--- config.mk ---
export PLATFORM = sky130hd
export DESIGN_NAME = elevator_plant
export DESIGN_NICKNAME = d
export VERILOG_FILES = /design/src/rtl/elevator_plant_pkg.sv /design/src/rtl/elevator_plant_segment_counter.sv /design/src/rtl/elevator_plant.sv
export SDC_FILE = /design/constraint.sdc
export NUM_CORES = 1
export LEC_CHECK = 0
export ABC_AREA = 1
export BUFFER_PORTS_ARGS = -buffer_cell sky130_fd_sc_hd__clkbuf_2
export CORE_ASPECT_RATIO = 0.5
export CORE_UTILIZATION = 55
export DETAILED_ROUTE_END_ITERATION = 16
export PLACE_DENSITY = 0.75
export SYNTH_ARGS = -nofsm -noshare
export SYNTH_HDL_FRONTEND = slang
export SYNTH_HIERARCHICAL = 1
export SYNTH_SLANG_ARGS = --single-unit
--- constraint.sdc ---
create_clock -name CLOCK_50 -period 2.65 [get_ports CLOCK_50]
set_input_delay 0.1325 -clock CLOCK_50 [delete_from_list [all_inputs] [get_ports CLOCK_50]]
set_output_delay 0.1325 -clock CLOCK_50 [all_outputs]
set_load 0.01 [all_outputs]
--- src/rtl/elevator_plant_pkg.sv ---
// -----------------------------------------------------------------------------
// elevator_plant_pkg
// Shared definitions for the elevator car plant model and its controller FSM:
//   - motor command encodings (STOP / DOWN / UP / FAIL)
//   - number of floors served by the shaft
//   - plant state enumeration
//   - helper that turns a floor index into the one-hot floor sensor vector
// -----------------------------------------------------------------------------
package elevator_plant_pkg;

    localparam int NUM_FLOORS = 4;

    typedef enum logic [1:0] {
        CMD_STOP = 2'b00,
        CMD_DOWN = 2'b01,
        CMD_UP   = 2'b10,
        CMD_FAIL = 2'b11
    } motor_cmd_e;

    typedef enum logic [2:0] {
        AT_FLOOR  = 3'd0,
        MOVE_UP   = 3'd1,
        MOVE_DOWN = 3'd2,
        STALLED   = 3'd3,
        FAULT     = 3'd4
    } plant_state_e;

    // Floor sensor vector: bit f set when the car is aligned with floor f.
    // The two upper bits are spare sensor inputs and always read 0.
    function automatic logic [5:0] floor_onehot(input logic [1:0] floor_idx);
        logic [5:0] sensors;
        sensors            = '0;
        sensors[floor_idx] = 1'b1;
        return sensors;
    endfunction

endpackage : elevator_plant_pkg

--- src/rtl/elevator_plant_segment_counter.sv ---
// -----------------------------------------------------------------------------
// segment_counter
// Offset of the car inside the current floor-to-floor segment, 0..TRAVEL_CYCLES-1.
// Counting up past the last offset wraps to 0 and raises carry (car reached the
// next floor up); counting down from 0 wraps to TRAVEL_CYCLES-1 and raises
// borrow (car left its floor heading down).
//
// Ports
//   clk_i       clock, rising edge
//   rst_ni      asynchronous active-low reset (offset -> 0)
//   up_i        advance one step upward this cycle
//   down_i      advance one step downward this cycle (never together with up_i)
//   at_zero_o   offset is 0, i.e. the car is aligned with a floor
//   carry_o     this step wraps the offset upward into the next segment
//   borrow_o    this step wraps the offset downward into the segment below
//   arrive_o    this step leaves the car aligned with a floor
// -----------------------------------------------------------------------------
module segment_counter #(
    parameter int TRAVEL_CYCLES = 25_000_000
) (
    input  logic clk_i,
    input  logic rst_ni,
    input  logic up_i,
    input  logic down_i,
    output logic at_zero_o,
    output logic carry_o,
    output logic borrow_o,
    output logic arrive_o
);

    localparam int               CNT_W = (TRAVEL_CYCLES > 2) ? $clog2(TRAVEL_CYCLES) : 1;
    localparam logic [CNT_W-1:0] LAST  = CNT_W'(TRAVEL_CYCLES - 1);
    localparam logic [CNT_W-1:0] ONE   = CNT_W'(1);

    logic [CNT_W-1:0] offset_q, offset_d;
    logic             at_last;

    assign at_last   = (offset_q == LAST);
    assign at_zero_o = (offset_q == '0);
    assign carry_o   = up_i   && at_last;
    assign borrow_o  = down_i && at_zero_o;
    // Downward arrival happens on the step from offset 1 to 0, upward arrival
    // on the wrap from the last offset to 0.
    assign arrive_o  = carry_o || (down_i && (offset_q == ONE));

    // NOTE: every signal driven from always_comb gets a default on entry so
    // that no path leaves it unassigned and no latch is inferred.
    always_comb begin
        offset_d = offset_q;
        if (up_i) begin
            offset_d = at_last ? '0 : offset_q + ONE;
        end else if (down_i) begin
            offset_d = at_zero_o ? LAST : offset_q - ONE;
        end
    end

    // NOTE: state registers use non-blocking assignments so every flop samples
    // the pre-edge values regardless of block evaluation order.
    always_ff @(posedge clk_i or negedge rst_ni) begin
        if (!rst_ni) begin
            offset_q <= '0;
        end else begin
            offset_q <= offset_d;
        end
    end

endmodule : segment_counter

--- src/rtl/elevator_plant.sv ---
// -----------------------------------------------------------------------------
// elevator_plant
// Behavioural plant model of a four-floor elevator car driven by a motor
// command. Car position is kept as a floor index (floor at or below the car)
// plus a segment offset, so no multiplication or division by TRAVEL_CYCLES is
// needed. All outputs are registered and reflect the position produced at the
// same clock edge.
//
// Ports
//   CLOCK_50      system clock, rising edge
//   reset_n       asynchronous active-low reset; car returns to floor 1
//   estado_motor  motor command: 00 stop, 01 down, 10 up, 11 fail
//   SW            [3:0] one-hot floor sensors when aligned, else 0; [5:4] = 0
//   floor_idx     last floor passed or occupied, 0..3
//   arrived       one-cycle pulse when motion brings the car onto a floor
//   fault         sticky fault flag, cleared only by reset
// -----------------------------------------------------------------------------
module elevator_plant #(
    parameter int TRAVEL_CYCLES = 25_000_000,
    parameter int NUM_FLOORS    = elevator_plant_pkg::NUM_FLOORS
) (
    input  logic       CLOCK_50,
    input  logic       reset_n,
    input  logic [1:0] estado_motor,
    output logic [5:0] SW,
    output logic [1:0] floor_idx,
    output logic       arrived,
    output logic       fault
);

    import elevator_plant_pkg::*;

    localparam logic [1:0] TOP_FLOOR = 2'(NUM_FLOORS - 1);

    motor_cmd_e   cmd;
    plant_state_e state_q, state_d;
    logic [1:0]   base_q, base_d;        // floor at or below the car
    logic [5:0]   sw_q, sw_d;
    logic [1:0]   floor_idx_q, floor_idx_d;
    logic         arrived_q, arrived_d;
    logic         fault_q, fault_d;

    logic         in_fault;
    logic         at_zero, carry, borrow, arrive;
    logic         at_top, at_bottom;
    logic         up_en, down_en, fault_evt;
    logic [1:0]   arrive_floor;

    assign cmd = motor_cmd_e'(estado_motor);

    assign in_fault  = (state_q == FAULT);
    assign at_bottom = (base_q == 2'd0)      && at_zero;
    assign at_top    = (base_q == TOP_FLOOR) && at_zero;

    // Motion is only granted when it keeps the car inside the shaft; asking to
    // go past either end is a fault instead.
    assign up_en     = !in_fault && (cmd == CMD_UP)   && !at_top;
    assign down_en   = !in_fault && (cmd == CMD_DOWN) && !at_bottom;
    assign fault_evt = !in_fault && ((cmd == CMD_FAIL) ||
                                     ((cmd == CMD_UP)   && at_top) ||
                                     ((cmd == CMD_DOWN) && at_bottom));

    // Upward arrival crosses into the next floor; downward arrival lands on
    // the base floor itself.
    assign arrive_floor = carry ? base_q + 2'd1 : base_q;

    segment_counter #(
        .TRAVEL_CYCLES (TRAVEL_CYCLES)
    ) u_segment_counter (
        .clk_i     (CLOCK_50),
        .rst_ni    (reset_n),
        .up_i      (up_en),
        .down_i    (down_en),
        .at_zero_o (at_zero),
        .carry_o   (carry),
        .borrow_o  (borrow),
        .arrive_o  (arrive)
    );

    always_comb begin
        state_d     = state_q;
        base_d      = base_q;
        sw_d        = sw_q;
        floor_idx_d = floor_idx_q;
        arrived_d   = 1'b0;
        fault_d     = fault_q;

        if (fault_evt) begin
            // Position, sensors and floor index freeze at their current values.
            state_d = FAULT;
            fault_d = 1'b1;
        end else if (up_en || down_en) begin
            if (carry) begin
                base_d = base_q + 2'd1;
            end else if (borrow) begin
                base_d = base_q - 2'd1;
            end
            if (arrive) begin
                state_d     = AT_FLOOR;
                sw_d        = floor_onehot(arrive_floor);
                floor_idx_d = arrive_floor;
                arrived_d   = 1'b1;
            end else begin
                state_d = up_en ? MOVE_UP : MOVE_DOWN;
                sw_d    = '0;
            end
        end else if (!in_fault) begin
            // Stop command (or nothing granted): hold position.
            state_d = at_zero ? AT_FLOOR : STALLED;
        end
    end

    // NOTE: all control and output registers are reset, including the sensor
    // vector, so the car reads as parked at floor 1 while reset is held.
    always_ff @(posedge CLOCK_50 or negedge reset_n) begin
        if (!reset_n) begin
            state_q     <= AT_FLOOR;
            base_q      <= 2'd0;
            sw_q        <= floor_onehot(2'd0);
            floor_idx_q <= 2'd0;
            arrived_q   <= 1'b0;
            fault_q     <= 1'b0;
        end else begin
            state_q     <= state_d;
            base_q      <= base_d;
            sw_q        <= sw_d;
            floor_idx_q <= floor_idx_d;
            arrived_q   <= arrived_d;
            fault_q     <= fault_d;
        end
    end

    assign SW        = sw_q;
    assign floor_idx = floor_idx_q;
    assign arrived   = arrived_q;
    assign fault     = fault_q;

endmodule : elevator_plant

==> results.cfg, run 1 <==
[layout]
num-nets-final = 647
syn_to_final_growth_pct = 12.5
fin_cells = 725
final_util_pct = 67.1
nFillCells = 545
drive_gt1_share_pct = 20.7
diodes = 0

[synth]
ys_seq_area_share_pct = 25.2
synthCells = 606
synthAdderAreaFrac_pct = 2.32
ys_types = 35
synthXorXnorAreaFrac_pct = 4.18
synthSimpleGateAreaFrac_pct = 50.3
avgSynthCellArea_sq_um = 6.23
yosys_warnings = 6
syn_area_sq_um = 3770
muxShareOfSynthArea_pct = 0
synth_top_family_by_area = simple AND/OR/NAND/NOR gates
synth_compound_area_share_pct = 6.03
ys_ff_latch = 38

[critical_path]
crit_arrival_ns = 2.74
required_ns = 2.87
r2r-end = state_q[0]
crit_type = flip-flop to flip-flop
rrSetupSlack_ns = 0.13
timing.rr.start = u_segment_counter/offset_q[0]
reg2regPathDepth = 21
crit_path_end_kind = flip-flop
path_max_fanout = 8
setup.worst_path.start_class = flip-flop

[die]
start_util_pct = 59.6
top_level_ports = 14
rows = 20
die_h_um = 60.6
core-area_sq_um = 6330
die_w_um = 119
die_area_sq_um = 7220

[global_route]
antenna_found_initial = 0
grt_pass1_vias = 3517
grt_use_total_pct = 31.8
grt_use_met1_pct = 43.6
grt_pass1_wl_um = 17400
grt_util_met2_pct = 50.2
grtUsageMet3_pct = 8.27
grt-ovfl-total = 0
grt_max_degree = 39
gr-max-usage-layer = met2

[sta]
setup_viol = 0
period_share_pct = 95.2
clock.fmax_mhz = 396
final_hold_viol_count = 0
hold_ws_ns = 0.00310
finClkSkew_ns = 0.00719
slew-limit-headroom_pct = 33.4
slew_violations = 0
rsz0062_at_grt = yes
min_period_ns = 2.52
fin_ws_ns = 0.127
worst_pin_slew_ns = 0.999

[clock_tree]
numCtsBuffers = 5
root_buffer = clkbuf_16
clkTransAtPathRegs_ns = 0.06
htreeDepth = 2
holdBufCountCts = 0
clock_path_buffers = 2
clock_sinks = 38
clk_latency_ns = 0.29
cts_tree = built

[placed_design]
gp_congestion = 0.969
dp.cells = 715
dp.final_hpwl_um = 8120
numPortBuffers = 11
place_ws_ns = -0.0171

[pwr]
intPower_mw = 1.62
clkPwrFrac_pct = 23.9
switching_power_mw = 1.33
p_per_area_nw_per_um2 = 695
sw_frac_of_total_pct = 45.0
seqPwrFrac_pct = 26.0
totalPowerFinal_mw = 2.95
pwr-share-comb_pct = 50.0
leakagePower_nw = 2.09
ir_drop_mv = 0.444

[routing]
dr.pass1.iters = 5
wl_per_cell_um = 14.9
vias = 3944
finalWirelength_um = 10800
drt_iter0_markers = 510
via_per_inst = 5.44
drc = 0
drtAntennaViolNets = 0

[run_status]
status = completed

[run]
cap_violations = 0

[min_path]
hold_path_class = primary input to asynchronous set/reset pin
-- how the worst max path moves through the flow --
stage	slack, ns	startpoint	end
after floorplan	0.06	u_segment_counter/offset_q[0]	SW[1]
after global placement	0.12	u_segment_counter/offset_q[0]	state_q[0]
after detailed placement	-0.02	u_segment_counter/offset_q[0]	state_q[0]
after CTS	0.006	u_segment_counter/offset_q[7]	state_q[0]
after global routing	-0.07	u_segment_counter/offset_q[0]	state_q[0]
final	0.13	u_segment_counter/offset_q[0]	state_q[0]
-- placed cells by master, fill, tap and decap left out, types with 6 or more instances in the layout --
cell type | Yosys | layout
nand2_1 | 189 | 188
nor2_1 | 89 | 87
nand3_1 | 59 | 58
inv_1 | 53 | 49
dfrtp_1 | 37 | 36
buf_4 | 4 | 36
nor2_2 | 21 | 20
o21ai_0 | 17 | 17
nand4_1 | 16 | 16
xor2_1 | 16 | 16
nor2_4 | 9 | 12
nand2_2 | 10 | 11
clkbuf_2 | 0 | 11
inv_2 | 7 | 10
a21oi_1 | 8 | 8
o21ai_1 | 9 | 8
ha_1 | 7 | 6
-- final cells by class --
| cell class | instances | area, sq um | share of cell area (%) |
|---|---|---|---|
| Timing Repair Buffer | 49 | 348 | 8.19 |
| Sequential cell | 38 | 953 | 22.5 |
| Clock buffer | 5 | 125 | 2.95 |
| Tap cell | 88 | 110 | 2.59 |
| Clock inverter | 3 | 45.0 | 1.06 |
| Inverter | 62 | 236 | 5.57 |
| Multi-Input combinational cell | 480 | 2430 | 57.2 |
-- per-stage QoR --
stage / TNS (ns) / area, sq um
floorplan: 0 / 3790
global placement: 0 / 4010
detailed placement: -0.0171 / 4010
CTS: 0 / 4180
global route: -0.291 / 4250
finish: 0 / 4250
-- Yosys cell counts, drive strengths merged --
cell	number	area [sq um]
nand2	204	828
nor2	119	567
nand3	65	363
inv	60	225
dfrtp	37	926
o21ai	26	130
buf	23	195
nand4	16	100
xor2	16	140
a21oi	8	40.0
ha	7	87.6
a31oi	4	25.0
clkbuf	4	18.8
nor3	4	20.0
a31o	2	17.5
clkinv	2	7.51
o21bai	2	15.0
or2	2	12.5
xnor2	2	17.5
conb	1	3.75
dfstp	1	26.3
nand3b	1	7.51
-- worst max-delay path, cell delays in order (launching register included) --
cell	delay (ns)
dfrtp_2	0.40
inv_1	0.08
ha_2	0.19
nand2_2	0.10
nor2_4	0.18
nand3_4	0.10
nor2_4	0.11
nand2_2	0.08
inv_2	0.07
nand2_1	0.07
inv_2	0.07
nor2_4	0.04
nand2_4	0.10
inv_1	0.10
nand3_1	0.09
nor2_1	0.05
a31o_4	0.26
inv_4	0.07
nand3_2	0.09
nand2_4	0.08
inv_2	0.03
nor2_2	0.09
-- power groups by stage --
stage | clock [mW] | sequential (mW) | combinational (mW)
CTS | 0.718 | 0.768 | 1.42
finish | 0.707 | 0.769 | 1.48
global route | 0.741 | 0.779 | 1.63
global placement | 0 | 0.772 | 1.40
floorplan | 0 | 0.756 | 1.09
detailed placement | 0 | 0.778 | 1.41
-- logic make-up after synthesis --
| kind of cell | Yosys count |
|---|---|
| adder cells (fa/ha/maj) | 7 |
| other | 1 |
| AND/OR/NAND/NOR | 411 |
| buffers and inverters | 89 |
| flip-flops | 38 |
| XOR/XNOR | 18 |
| AO/OA/AOI/OAI | 42 |
-- registers in the layout, indices dropped and copies added, names as in the netlist --
name / count
state_q: 3
SW: 4
fault: 1
base_q: 2
floor_idx: 2
u_segment_counter/offset_q: 25
arrived: 1
-- timing repair --
| item | 4_1_cts | 5_1_grt |
|---|---|---|
| resized for setup | 1 | 14 |
| pin swaps | 1 | 2 |
| buffers inserted | 0 | 2 |
| endpoints found under the hold margin | 0 | 0 |
| setup endpoints to repair | 1 | 33 |
-- routing by layer --
layer  vias up  wire length, um
met2       192             4540
met1      1780             4910
met4         0              117
met5         -                0
li1       1959                -
met3        13             1220
No activity file was read; power rests on OpenSTA's default activity.
==> run 2, diff against run 1 <==
--- a/config.mk
+++ b/config.mk
@@ -10,8 +10,7 @@
 export CORE_ASPECT_RATIO = 0.5
 export CORE_UTILIZATION = 55
 export DETAILED_ROUTE_END_ITERATION = 16
-export PLACE_DENSITY = 0.75
+export PLACE_DENSITY_LB_ADDON = 0.25
 export SYNTH_ARGS = -nofsm -noshare
 export SYNTH_HDL_FRONTEND = slang
-export SYNTH_HIERARCHICAL = 1
 export SYNTH_SLANG_ARGS = --single-unit
==> run 2 against run 1 <==
  * The run now ends with hold timing left
  * Via count down 5.4%
  * Largest cell class unchanged
  * Setup slack better by 0.079 ns
  * Design area down 11%
  * Clock power up 3%
==> results.cfg, run 2 <==
[placed_design]
numPortBuffers = 11
dp.final_hpwl_um = 7930
gp_congestion = 1.02

[layout]
final_util_pct = 62.0
layout_commonest_cell = nand2_1
largest-register = u_segment_counter.offset_q
largest_reg_flops = 25
diodes = 0
seq_area_sq_um = 952
syn_to_final_growth_pct = 8.07
final_cell_mix = nand2_1 (172), nor2_1 (79), nand3_1 (53)
multi_input_area_sq_um = 2210
num-nets-final = 579
nFillCells = 571
drive_gt1_share_pct = 10.7

[global_route]
grt_pass1_vias = 3392
grt_pass1_wl_um = 17300
antenna_found_initial = 0
grt_max_degree = 39
grt_use_total_pct = 34.5
grt-ovfl-total = 0

[clock_tree]
clock_sinks = 38
cts_tree = built
htreeDepth = 2
root_buffer = clkbuf_16
clock_path_buffers = 2
clk_latency_ns = 0.29
clkTransAtPathRegs_ns = 0.06
numCtsBuffers = 5

[critical_path]
cp_slowest_stage_delay_ns = 0.49
startpoint = u_segment_counter.offset_q[0]
critical_path_buf_inv_count = 3
crit_arrival_ns = 2.63
crit_chain = inv_1 -> ha_1 -> nand2_2 -> nor2_4 -> nand4_4 -> nand2_8 -> inv_2 -> nand2_1 -> ha_1 -> inv_1 -> nand3_1 -> nand2_1
setup.worst_path.start_class = flip-flop
path_max_fanout = 17
crit_path_end = SW[2]
timing.rr.start = u_segment_counter.offset_q[0]
cpMaxStageDelayCell = dfrtp_1
cp.depth = 12
required_ns = 2.84
crit_type = flip-flop to flip-flop
crit_path_end_kind = flip-flop
r2r-end = SW[2]
reg2regPathDepth = 12
cp_top_family = simple AND/OR/NAND/NOR gates
rrSetupSlack_ns = 0.21

[synth]
synth_top_cells_by_area = dfrtp_1 (26%), nand2_1 (18%), nor2_1 (8.5%)
yosysTopAreaCellShare_pct = 26.4
synth-edff-count = 0
ys_seq_area_share_pct = 27.2
ys.flop_type = dfrtp_1
ys_types = 37
muxShareOfSynthArea_pct = 0
synthXorXnorAreaFrac_pct = 6.00
synth_async_sr_flop_share_pct = 100
synthTopCellsByCount = nand2_1 (172), nor2_1 (79), nand3_1 (53)
syn_area_sq_um = 3500
yosysMostFrequentCell = nand2_1
synthAdderAreaFrac_pct = 2.14
synth_top_family_by_area = simple AND/OR/NAND/NOR gates
synthSimpleGateAreaFrac_pct = 46.4
synth_compound_area_share_pct = 8.07
avgSynthCellArea_sq_um = 6.21
synthCells = 564
ys_ff_latch = 38
yosys_warnings = 0
synth_top_area_cell = dfrtp_1

[routing]
finalWirelength_um = 10600
via_per_inst = 5.67
dr.pass1.iters = 6
drt_iter0_markers = 531
drc = 0
wl_per_cell_um = 16.1
vias = 3730
drtAntennaViolNets = 0

[pwr]
intPower_mw = 1.73
switching_power_mw = 1.64
sw_frac_of_total_pct = 48.7
p_per_area_nw_per_um2 = 890
ir_drop_mv = 0.445
leakagePower_nw = 1.75
seqPwrFrac_pct = 30.6
pwr-share-comb_pct = 47.9
totalPowerFinal_mw = 3.37
clkPwrFrac_pct = 21.6

[die]
die_h_um = 58.4
rows = 20
die_area_sq_um = 6710
top_level_ports = 14
start_util_pct = 57.4
die_w_um = 115
core-area_sq_um = 6110

[sta]
worst_pin_slew_ns = 0.996
hold_ws_ns = -0.00317
period_share_pct = 92.3
tns_ns = 0
slew-limit-headroom_pct = 33.6
final_hold_viol_count = 10
slew_violations = 0
min_period_ns = 2.44
rsz0062_at_grt = no
clock.fmax_mhz = 409
finClkSkew_ns = 0.00401
setup_viol = 0

[run]
cap_violations = 0

[run_status]
violations = hold timing
status = finished, violations left

[min_path]
hold_path_class = primary input to asynchronous set/reset pin
==> run 2: changes by cell type after synthesis, moves of 5 or more <==
cell	change
buf_2	+7
buf_6	-6
inv_1	-5
nand2_1	-17
nand3_1	-6
nor2_1	-10
nor2_2	-13
nor3_1	+15
o21ai_0	+7
o21ai_1	+6
xor2_1	+7
==> run 2: kinds of logic (layout without fill, tap and decap cells) <==
kind of cell	count (synthesis)	count (layout)
and+or+nand+nor	364	364
buffers and inverters	78	83
AOI/OAI and AO/OA	53	53
DFF	38	38
xor gates and xnor gates	24	24
adders and majority gates	6	6
other	1	2
==> run 2: how the worst min path moves through the flow <==
stage / from / to / slack (ns)
6_report: reset_n / u_segment_counter.offset_q[13] / -0.003
3_3_place_gp: reset_n / u_segment_counter.offset_q[11] / 0.34
5_1_grt: reset_n / u_segment_counter.offset_q[19] / 0.09
2_1_floorplan: reset_n / SW[1] / -0.16
4_1_cts: reset_n / u_segment_counter.offset_q[22] / 0.04
3_5_place_dp: reset_n / u_segment_counter.offset_q[19] / 0.36
==> run 2: cell type report <==
| type | instances | area share (%) |
|---|---|---|
| clock buffer | 7 | 3.77 |
| timing repair buffer | 23 | 3.83 |
| sequential | 38 | 25.2 |
| tap | 88 | 2.91 |
| multi-input combinational | 449 | 58.4 |
| clock inverter | 1 | 0.793 |
| inverter | 52 | 5.16 |
==> run 2: stage by stage <==
stage          cell area [sq um]  worst slack (ns)  hold WS (ns)  std cells
3_5_place_dp                3600             0.217         0.361        650
5_1_grt                     3780           0.00968        0.0939        658
3_3_place_gp                3600             0.283         0.338        650
4_1_cts                     3780             0.202        0.0413        658
6_report                    3780             0.205      -0.00317        658
2_1_floorplan               3510             0.484        -0.163        565
==> run 2: what timing repair did <==
| action | 4_1_cts | 5_1_grt |
|---|---|---|
| resized for setup | 0 | 1 |
| hold buffers | 0 | 0 |
| setup buffers | 0 | 0 |
| setup endpoints to repair | 0 | 2 |
==> run 2: per-layer routing <==
layer,global-route usage (%),wire (um),vias up,share of wire [%]
met1,48.9,4820,1692,45
met5,0,0,-,0
li1,-,-,1797,-
met3,12.0,1390,20,13
met2,48.7,4220,221,40
met4,10.9,178,0,1.7
==> run 2: power by group through the flow <==
| stage | Sequential [mW] | Combinational (mW) | Clock (mW) |
|---|---|---|---|
| 2_1_floorplan | 0.806 | 1.37 | 0 |
| 3_3_place_gp | 1.02 | 1.54 | 0 |
| 3_5_place_dp | 1.02 | 1.55 | 0 |
| 4_1_cts | 1.01 | 1.57 | 0.732 |
| 5_1_grt | 1.05 | 1.80 | 0.752 |
| 6_report | 1.03 | 1.61 | 0.726 |
==> run 3, diff against run 2 <==
--- a/config.mk
+++ b/config.mk
@@ -8,7 +8,7 @@
 export ABC_AREA = 1
 export BUFFER_PORTS_ARGS = -buffer_cell sky130_fd_sc_hd__clkbuf_2
 export CORE_ASPECT_RATIO = 0.5
-export CORE_UTILIZATION = 55
+export CORE_UTILIZATION = 57
 export DETAILED_ROUTE_END_ITERATION = 16
 export PLACE_DENSITY_LB_ADDON = 0.25
 export SYNTH_ARGS = -nofsm -noshare
==> run 3 against run 2 <==
  * The flow still finishes with violations (hold timing)
  * Cell count fell by 2.1%
  * Sequential power hardly changed
  * Fmax is 0.33% lower
  * Global-route usage up 0.98 points
==> results.cfg, run 3 (synthesis results as in run 2) <==
[run_status]
status = finished, violations left
violations = hold timing

[critical_path]
rrSetupSlack_ns = 0.20
cp.depth = 10
cp_top_family = simple AND/OR/NAND/NOR gates
crit_arrival_ns = 2.69
crit_path_end_kind = flip-flop
cpMaxStageDelayCell = dfrtp_1
setup.worst_path.start_class = flip-flop
crit_type = flip-flop to flip-flop
path_max_fanout = 9
critical_path_buf_inv_count = 2
required_ns = 2.88
cp_slowest_stage_delay_ns = 0.49
crit_path_end = SW[0]
crit_chain = ha_1 -> nand3_1 -> nor2_2 -> inv_1 -> nor3_1 -> nand2_1 -> ha_1 -> inv_1 -> nand3_1 -> nand2_1
reg2regPathDepth = 10
startpoint = u_segment_counter.offset_q[0]
r2r-end = SW[0]
timing.rr.start = u_segment_counter.offset_q[0]

[die]
top_level_ports = 14
start_util_pct = 61.4
die_w_um = 113
rows = 19
die_area_sq_um = 6480
die_h_um = 57.4
core-area_sq_um = 5710

[clock_tree]
htreeDepth = 2
numCtsBuffers = 5
holdBufCountCts = 0
clock_path_buffers = 2
clk_latency_ns = 0.29
cts_tree = built
clkTransAtPathRegs_ns = 0.06
root_buffer = clkbuf_16
clock_sinks = 38
postCtsSetupBuffers = 0

[layout]
num-nets-final = 580
final_cell_mix = nand2_1 (172), nor2_1 (79), nand3_1 (53)
syn_to_final_growth_pct = 7.65
largest_reg_flops = 25
layout_commonest_cell = nand2_1
drive_gt1_share_pct = 10.9
diodes = 0
largest-register = u_segment_counter.offset_q

[global_route]
antenna_found_initial = 0
grt_pass1_wl_um = 17100
grt_max_degree = 39
grt_pass1_vias = 3362
grt_use_total_pct = 35.4
grt-ovfl-total = 0

[sta]
clock.fmax_mhz = 408
hold_ws_ns = -0.0195
min_period_ns = 2.45
period_share_pct = 92.6
rsz0062_at_grt = no
final_hold_viol_count = 37
setup_viol = 0
slew_violations = 0
finClkSkew_ns = 0.00710
worst_pin_slew_ns = 0.951
slew-limit-headroom_pct = 36.6
tns_ns = 0

[routing]
drtAntennaViolNets = 0
dr.pass1.iters = 6
vias = 3729
wl_per_cell_um = 16.3
drt_iter0_markers = 549
drc = 0
finalWirelength_um = 10500
via_per_inst = 5.79

[pwr]
p_per_area_nw_per_um2 = 883
ir_drop_mv = 0.520
leakagePower_nw = 1.76

[min_path]
hold_path_class = primary input to asynchronous set/reset pin

[run]
cap_violations = 0

[placed_design]
numPortBuffers = 11
dp.final_hpwl_um = 8000
gp_congestion = 1.03
==> run 3: cell count changes in the layout (fill, tap and decap cells not counted), sizes merged <==
cell,change
buf,+1
==> run 3: worst min-delay path by stage <==
stage | cells past startpoint | slack [ns] | to
after global routing | 1 | 0.09 | arrived
after detailed placement | 1 | 0.34 | SW[2]
after floorplan | 0 | -0.16 | SW[1]
after global placement | 1 | 0.33 | floor_idx[1]
final | 1 | -0.02 | SW[3]
after CTS | 1 | 0.02 | SW[3]
==> run 3: layer usage <==
metal  vias to the layer above  routed length, um  GRT usage (%)
li1                       1804                  -              -
met1                      1685               4950           53.9
met2                       222               4000           48.1
met3                        18               1410           9.56
met4                         0                167           11.3
met5                         -                  0              0
==> run 3: what timing repair did <==
action | CTS | global route
endpoints found under the setup margin | 0 | 2
resized for setup | 0 | 1
hold endpoints to repair | 0 | 0
==> run 3: final cells by class <==
type                            count  area, sq um
Clock inverter                      1         30.0
Sequential cell                    38          952
Timing Repair Buffer               24          153
Tap cell                           73         91.3
Multi-Input combinational cell    449         2210
Clock buffer                        7          143
Fill cell                         564         1940
Inverter                           52          195
==> run 3: per-stage QoR <==
stage | worst slack, ns | instances | power, mW | area [sq um] | util, %
floorplan | 0.484 | 565 | 2.18 | 3510 | -
global placement | 0.303 | 636 | 2.54 | 3590 | 63.0
detailed placement | 0.275 | 636 | 2.54 | 3590 | 63.0
CTS | 0.261 | 644 | 3.27 | 3760 | 66.0
global route | 0.0438 | 644 | 3.55 | 3770 | 66.1
finish | 0.197 | 644 | 3.33 | 3770 | 66.1
==> run 3: report_power, final <==
part / switching [mW] / internal, mW
Sequential: 0.298 / 0.723
Clock: 0.242 / 0.470
Combinational: 1.07 / 0.527
Total: 1.61 / 1.72
